===== config.mk =====
export PLATFORM = sky130hd
export DESIGN_NAME = mips_bus_arbiter_flat
export DESIGN_NICKNAME = d
export VERILOG_FILES = /design/src/rtl/mips_bus_arbiter_pkg.sv /design/src/rtl/mips_bus_arbiter_if.sv /design/src/rtl/mips_bus_arbiter.sv /design/src/flat_wrapper.sv
export SDC_FILE = /design/constraint.sdc
export NUM_CORES = 1
export LEC_CHECK = 0
export CAP_MARGIN = 30
export CORE_MARGIN = 5
export CORE_UTILIZATION = 35
export CTS_CLUSTER_DIAMETER = 200
export DETAILED_ROUTE_END_ITERATION = 10
export PLACE_DENSITY = 0.72
export REMOVE_ABC_BUFFERS = 1
export SYNTH_ARGS = -nofsm -noshare
export SYNTH_HDL_FRONTEND = slang
export SYNTH_SLANG_ARGS = --single-unit

===== constraint.sdc =====
create_clock -name clk -period 4.4 [get_ports clk]
set_input_delay 0.66 -clock clk [delete_from_list [all_inputs] [get_ports clk]]
set_output_delay 0.66 -clock clk [all_outputs]
set_load 0.005 [all_outputs]

===== src/rtl/mips_bus_arbiter_pkg.sv =====
// Shared CPU-wide codes: common data width plus the bus arbiter's state and requester encodings.
package codes;

   typedef logic [31:0] size_t;

   typedef enum logic [1:0] {IDLE, BUS, RESP} arb_state_t;

   typedef enum logic {REQ_FETCH, REQ_DATA} requester_t;

   localparam logic [3:0] BYTEEN_WORD = 4'b1111;

endpackage


===== src/rtl/mips_bus_arbiter_if.sv =====
// Avalon memory-mapped master bus between the CPU arbiter and the top-level pins.
interface mips_bus_arbiter_if;
   import codes::*;

   size_t      address;
   logic       read;
   logic       write;
   size_t      writedata;
   logic [3:0] byteenable;
   size_t      readdata;
   logic       waitrequest;

   modport master (
      output address, read, write, writedata, byteenable,
      input  readdata, waitrequest
   );

   modport slave (
      input  address, read, write, writedata, byteenable,
      output readdata, waitrequest
   );

endinterface


===== src/rtl/mips_bus_arbiter.sv =====
// Serialises instruction-fetch and load/store requests onto one Avalon master port,
// alternating grants under contention and returning read data to the owner.
module mips_bus_arbiter
   import codes::*;
#(
   parameter int WAIT_CNT_W = 16
) (
   input  logic                  clk,
   input  logic                  reset,

   input  logic                  fetch_valid,
   input  size_t                 fetch_addr,
   output logic                  fetch_ready,
   output logic                  fetch_resp_valid,
   output size_t                 fetch_rdata,

   input  logic                  data_valid,
   input  logic                  data_write,
   input  size_t                 data_addr,
   input  size_t                 data_wdata,
   input  logic [3:0]            data_byteen,
   output logic                  data_ready,
   output logic                  data_resp_valid,
   output size_t                 data_rdata,

   mips_bus_arbiter_if.master    bus,

   output logic                  busy,
   output logic [WAIT_CNT_W-1:0] stall_cycles
);

   arb_state_t state;
   requester_t last_grant;
   logic       grant_fetch;
   logic       grant_data;

   // Fetch wins unless data is also asking and fetch was served last.
   always_comb begin
      grant_fetch = fetch_valid && (!data_valid || last_grant == REQ_DATA);
      grant_data  = data_valid && !grant_fetch;
   end

   assign fetch_ready      = (state == IDLE) && grant_fetch;
   assign data_ready       = (state == IDLE) && grant_data;
   assign fetch_resp_valid = (state == RESP) && (last_grant == REQ_FETCH);
   assign data_resp_valid  = (state == RESP) && (last_grant == REQ_DATA);
   assign busy             = (state != IDLE);

   // NOTE: every register here is sequential state, so it is written with <= only;
   // a blocking write would let later statements in this block see the new value.
   always_ff @(posedge clk) begin
      if (reset) begin
         state          <= IDLE;
         last_grant     <= REQ_DATA;
         bus.address    <= '0;
         bus.read       <= 1'b0;
         bus.write      <= 1'b0;
         bus.writedata  <= '0;
         bus.byteenable <= '0;
         fetch_rdata    <= '0;
         data_rdata     <= '0;
         stall_cycles   <= '0;
      end else begin
         if ((bus.read || bus.write) && bus.waitrequest && (stall_cycles != '1))
            stall_cycles <= stall_cycles + {{(WAIT_CNT_W-1){1'b0}}, 1'b1};

         case (state)
            IDLE: begin
               if (grant_fetch) begin
                  bus.address    <= fetch_addr;
                  bus.read       <= 1'b1;
                  bus.write      <= 1'b0;
                  bus.byteenable <= BYTEEN_WORD;
                  last_grant     <= REQ_FETCH;
                  state          <= BUS;
               end else if (grant_data) begin
                  bus.address    <= data_addr;
                  bus.read       <= ~data_write;
                  bus.write      <= data_write;
                  bus.writedata  <= data_wdata;
                  bus.byteenable <= data_byteen;
                  last_grant     <= REQ_DATA;
                  state          <= BUS;
               end
            end

            BUS: begin
               // Avalon reads are combinational: readdata is valid when waitrequest drops.
               if (!bus.waitrequest) begin
                  if (bus.read) begin
                     if (last_grant == REQ_FETCH) fetch_rdata <= bus.readdata;
                     else                         data_rdata  <= bus.readdata;
                  end
                  bus.read  <= 1'b0;
                  bus.write <= 1'b0;
                  state     <= RESP;
               end
            end

            RESP:    state <= IDLE;
            default: state <= IDLE;
         endcase
      end
   end

endmodule


===== src/flat_wrapper.sv =====
// flat-port wrapper written by rule: the top's interface ports become plain ports
module mips_bus_arbiter_flat import codes::*;
#(
   parameter int WAIT_CNT_W = 16
)
  (clk, reset, fetch_valid, fetch_addr, fetch_ready, fetch_resp_valid, fetch_rdata, data_valid, data_write, data_addr, data_wdata, data_byteen, data_ready, data_resp_valid, data_rdata, busy, stall_cycles, bus_address, bus_read, bus_write, bus_writedata, bus_byteenable, bus_readdata, bus_waitrequest);
  mips_bus_arbiter_if bus_i ();
  input  logic clk;
  input  logic reset;
  input  logic fetch_valid;
  input  size_t fetch_addr;
  output logic fetch_ready;
  output logic fetch_resp_valid;
  output size_t fetch_rdata;
  input  logic data_valid;
  input  logic data_write;
  input  size_t data_addr;
  input  size_t data_wdata;
  input  logic [3:0] data_byteen;
  output logic data_ready;
  output logic data_resp_valid;
  output size_t data_rdata;
  output logic busy;
  output logic [WAIT_CNT_W-1:0] stall_cycles;
  output wire logic [$bits(bus_i.address)-1:0] bus_address;
  output wire logic [$bits(bus_i.read)-1:0] bus_read;
  output wire logic [$bits(bus_i.write)-1:0] bus_write;
  output wire logic [$bits(bus_i.writedata)-1:0] bus_writedata;
  output wire logic [$bits(bus_i.byteenable)-1:0] bus_byteenable;
  input wire logic [$bits(bus_i.readdata)-1:0] bus_readdata;
  input wire logic [$bits(bus_i.waitrequest)-1:0] bus_waitrequest;
  assign bus_address = bus_i.address;
  assign bus_read = bus_i.read;
  assign bus_write = bus_i.write;
  assign bus_writedata = bus_i.writedata;
  assign bus_byteenable = bus_i.byteenable;
  assign bus_i.readdata = bus_readdata;
  assign bus_i.waitrequest = bus_waitrequest;
  mips_bus_arbiter #(.WAIT_CNT_W(WAIT_CNT_W)) u_core (.clk(clk), .reset(reset), .fetch_valid(fetch_valid), .fetch_addr(fetch_addr), .fetch_ready(fetch_ready), .fetch_resp_valid(fetch_resp_valid), .fetch_rdata(fetch_rdata), .data_valid(data_valid), .data_write(data_write), .data_addr(data_addr), .data_wdata(data_wdata), .data_byteen(data_byteen), .data_ready(data_ready), .data_resp_valid(data_resp_valid), .data_rdata(data_rdata), .bus(bus_i), .busy(busy), .stall_cycles(stall_cycles));
endmodule

Word-level counts from Yosys, hierarchy flattened

Index checks and enable logic that the tools add are counted.

Output and inout port bits: 155
Bits in registers: 153

Reduce and logical (&&, ||, !) cells: 22
Muxes and demuxes: 17
$add $sub $neg: 1
Bitwise operators: 4
Equality and inequality tests: 5

Operator list:

| kind                                           | count |
|---|---|
| two-way mux 32 bit                             | 2 |
| adder 16 x 1 -> 16 bit (second input constant) | 1 |
| != test 16 bit (second input constant)         | 1 |
| logical AND 1 bit                              | 8 |
| two-way mux 4 bit                              | 2 |
| AND reduction 4 bit                            | 2 |
| two-way mux 1 bit                              | 7 |
| two-way mux 2 bit                              | 3 |
| AND reduction 3 bit                            | 2 |
| nonzero test 2 bit                             | 3 |
| inverter 1 bit                                 | 4 |
| case mux 1 bit (2 select lines)                | 2 |
| case mux 2 bit (2 select lines)                | 1 |
| AND reduction 2 bit                            | 2 |
| != test 3 x 1 -> 1 bit (second input constant) | 1 |
| == test 2 x 1 -> 1 bit (second input constant) | 1 |
| == test 2 bit (second input constant)          | 1 |
| zero test 1 bit                                | 2 |
| zero test 2 bit                                | 1 |
| logical OR 1 bit                               | 2 |
| != test 2 bit (second input constant)          | 1 |

Logic depth before layout (Yosys ltp)

Depth in word-level cells: 8
Mapped depth: 7
Mapped depth without buffers: 5

Least setup slack after synthesis

OpenSTA, ideal clock, no wires.

Path type: flip-flop to output port
Start point: register u_core.state[0]
End point: output port data_ready
Cell stages (with the launch flop): 6
Slack: 2.363 ns
Arrival time: 1.377 ns
Cell sequence: dfxtp_1 or2_1 clkbuf_1 a211oi_1 buf_2 buf_4

Longest elaborated chain between the ends: 2

RTL lines:

| element                | RTL line               | text |
|---|---|---|
| start, declared        | mips_bus_arbiter.sv:32 | `arb_state_t state;` |
| start signal, assigned | mips_bus_arbiter.sv:53 | `state <= IDLE;` |
| start signal, assigned | mips_bus_arbiter.sv:75 | `state <= BUS;` |
| start signal, assigned | mips_bus_arbiter.sv:83 | `state <= BUS;` |
| zero test 2 bit        | mips_bus_arbiter.sv:44 | `assign data_ready = (state == IDLE) && grant_data;` |
| logical AND 1 bit      | mips_bus_arbiter.sv:44 |  |
| end, declared          | flat_wrapper.sv:20     | `output logic data_ready;` |

Every way passes these cells.

Worst setup path after layout

Start point: input port fetch_valid
End point: output port data_ready

Longest elaborated chain between the ends: 4

RTL lines:

| element           | RTL line               | text |
|---|---|---|
| start, declared   | flat_wrapper.sv:10     | `input logic fetch_valid;` |
| logical AND 1 bit | mips_bus_arbiter.sv:39 | `grant_fetch = fetch_valid && (!data_valid \|\| last_grant == REQ_DATA);` |
| zero test 1 bit   | mips_bus_arbiter.sv:40 | `grant_data = data_valid && !grant_fetch;` |
| logical AND 1 bit | mips_bus_arbiter.sv:40 |  |
| logical AND 1 bit | mips_bus_arbiter.sv:44 |  |

Every way passes these cells.

==> results_dict.tcl <==
set metrics [dict create \
    layout_commonest_cell "clkdlybuf4s50_1" \
    post-route-period-util_pct 61.0 \
    remaining_drc_errors 0 \
    drt-vias-per-instance 4.80 \
    die_w_um 139 \
    vias 5613 \
    clk_pin_slew_worst_paths_ns 0.06 \
    dieArea_mm2 0.0195 \
    critPathKind "primary input to output port" \
    path_common_cell "clkdlybuf4s50_1" \
    setup-violations-final 0 \
    ys_types 39 \
    min_from "u_core.data_rdata[12]$_SDFFE_PP0P_" \
    postCtsResizedCells 0 \
    htree_levels 4 \
    power.leakage_nw 3.47 \
    worstPathMaxFanout 3 \
    synth-edff-count 0 \
    power.total_mw 3.57 \
    max-cap-violations 0 \
    nNetsFinal 1076 \
    cts.sinks 153 \
    wl_per_cell_um 16.0 \
    reg2reg_depth 5 \
    pre_cts_slack_ns 1.43 \
    syn_avg_cell_area_um2 8.80 \
    netlist_area_mm2 0.00587 \
    critPathMaxStageDelay_ns 0.54 \
    required_ns 3.74 \
    fin_util_pct 58.2 \
    drive_gt1_share_pct 5.05 \
    post-dp-hpwl_um 13300 \
    endpoint_kind "output port" \
    ys.flop_type "dfxtp_1" \
    antenna_cells 0 \
    grt_overflow 0 \
    rsz0062_at_grt "false" \
    min_period_ns 2.68 \
    cts-buffers-inserted 17 \
    final_cell_mix "291 x clkdlybuf4s50_1, 153 x dfxtp_1, 132 x nand2_1, 77 x a21oi_1, 76 x nor2_1" \
    start_util_pct 35.5 \
    gp_congestion 0.809 \
    ant_nets 0 \
    slew_headroom_pct 35.6 \
    ioPinCount 293 \
    skew_ns 0.00620 \
    arrival_ns 2.02 \
    netlist_instances 667 \
    setup.worst_path.start "fetch_valid" \
    rows 47 \
    insertion_delay_ns 0.41 \
    hp-class "register to register" \
    grt_pass1_vias 5421 \
    ys_seq_elements 153 \
    yosys_warnings 0 \
    clockRootBuffer "clkbuf_16" \
    critical_path.cell_chain "clkdlybuf4s50_1 -> a211oi_4 -> clkdlybuf4s50_1" \
    worst_slew_pin_slew_ns 0.964 \
    start_kind "primary input" \
    cp-endpoint "data_ready" \
    cts_tree "built" \
    port_buffers 292 \
    rrSetupSlack_ns 2.07 \
    r2r-end "u_core.bus.address[28]$_SDFFE_PP0P_" \
    fin_ws_ns 1.72 \
    post_cts_buffers 0 \
    coreArea_mm2 0.0165 \
    wl_um 18700 \
    irDropWorstVdd_mv 0.233 \
    cts_hold_buf 0 \
    yosysSeqAreaShare_pct 52.2 \
    slowest_stage "clkdlybuf4s50_1" \
    grt_antenna_before_repair 1 \
    dr.pass1.iters 4 \
    grt_max_degree 82 \
    area_delta_synth_final_pct 63.9 \
    slew_violations 0 \
    grt_pass1_wl_um 29400 \
    path_buf_inv 2 \
    postSynth.asyncResetShare_pct 0 \
    cp_num_cells 3 \
    status "completed" \
    power_density_mw_per_mm2 371 \
    initialDrtViolationCount 200 \
    r2r-start "u_core.state[0]$_SDFFE_PP0P_" \
    critPathTopFamily "buffers and inverters" \
    track_usage_pct 18.8 \
    hold_violations 0 \
    cts_buffer_depth 2 \
    die_h_um 139 \
    fmax_mhz 373 \
]
==> sequential cells by signal (all words and copies together) (netlist names) <==
signal                 flops
u_core.last_grant          1
u_core.bus.address        32
u_core.state               2
u_core.bus.write           1
u_core.stall_cycles       16
u_core.fetch_rdata        32
u_core.bus.byteenable      4
u_core.data_rdata         32
u_core.bus.read            1
u_core.bus.writedata      32
==> per-stage QoR <==
stage          hold WS [ns]  setup TNS [ns]  instance area [um2]  std cells
2_1_floorplan         0.447          -36.59                 5660        617
3_3_place_gp          0.441               0                 8980       1138
3_5_place_dp          0.446               0                 8980       1138
4_1_cts               0.454               0                 9610       1170
5_1_grt               0.471               0                 9610       1170
6_report              0.452               0                 9610       1170
==> cells by family after synthesis <==
group	count (synthesis)	share of synthesized area (%)
xor+xnor	1	0.149
fa+ha+maj	1	0.213
mux	65	11.1
buf+inv	57	3.92
simple gates	259	19.0
flops	153	52.2
compound gates	131	13.4
==> worst min-delay path by stage <==
stage | end | slack, ns | cells past startpoint
2_1_floorplan | u_core.data_rdata[0]$_SDFFE_PP0P_ | 0.45 | 2
3_3_place_gp | u_core.fetch_rdata[17]$_SDFFE_PP0P_ | 0.44 | 2
3_5_place_dp | u_core.fetch_rdata[3]$_SDFFE_PP0P_ | 0.45 | 2
4_1_cts | u_core.fetch_rdata[3]$_SDFFE_PP0P_ | 0.45 | 2
5_1_grt | u_core.fetch_rdata[16]$_SDFFE_PP0P_ | 0.47 | 2
6_report | u_core.data_rdata[12]$_SDFFE_PP0P_ | 0.45 | 2
==> routing by layer <==
layer / vias up / part of all wire, % / GRT usage [%]
met3: 32 / 9.9 / 8.71
li1: 2828 / - / -
met4: 2 / 2.2 / 6.69
met1: 2537 / 39 / 21.0
met5: - / 0.069 / 0
met2: 214 / 48 / 31.5
==> synthesized netlist by cell type, drive strengths merged, types with 2 or more instances <==
| library cell | n | share of area, % |
|---|---|---|
| mux2i | 64 | 11 |
| o31ai | 6 | 0.77 |
| nand3 | 10 | 0.85 |
| clkbuf | 40 | 2.6 |
| nor2 | 77 | 4.9 |
| and3 | 2 | 0.21 |
| buf | 10 | 0.92 |
| and3b | 2 | 0.30 |
| nand2 | 132 | 8.4 |
| nand4 | 4 | 0.43 |
| or3 | 3 | 0.32 |
| nand3b | 2 | 0.26 |
| nor4 | 2 | 0.21 |
| dfxtp | 153 | 52 |
| o21a | 2 | 0.26 |
| or2 | 2 | 0.21 |
| inv | 7 | 0.45 |
| and4 | 2 | 0.30 |
| nor3 | 6 | 0.51 |
| nor2b | 2 | 0.21 |
| or4 | 7 | 0.90 |
| nor3b | 4 | 0.60 |
| a21oi | 77 | 6.6 |
| a211oi | 36 | 4.6 |
| o21ai | 5 | 0.49 |
==> where the power goes <==
part | leakage, nW | switching [mW] | total [mW] | internal (mW)
Combinational | 1.92 | 0.206 | 0.511 | 0.305
Clock | 0.302 | 0.590 | 1.56 | 0.972
Sequential | 1.25 | 0.0427 | 1.50 | 1.45
Total | 3.47 | 0.838 | 3.57 | 2.73
==> worst min-delay path, cell delays in order (launching register included) <==
cell and delay, ns:
dfxtp_1 0.30, nand2_1 0.05, a21oi_1 0.05
==> layout make-up <==
cell class / instances / area, um2
well taps: 220 / 275
inverters: 7 / 26.3
repair buffers: 301 / 3000
clock inverters: 13 / 194
clock buffers: 19 / 443
fillers: 1457 / 6910
multi-input cells: 457 / 2610
flip-flops and latches: 153 / 3060
Note: power is estimated with default switching activity, not from simulation.
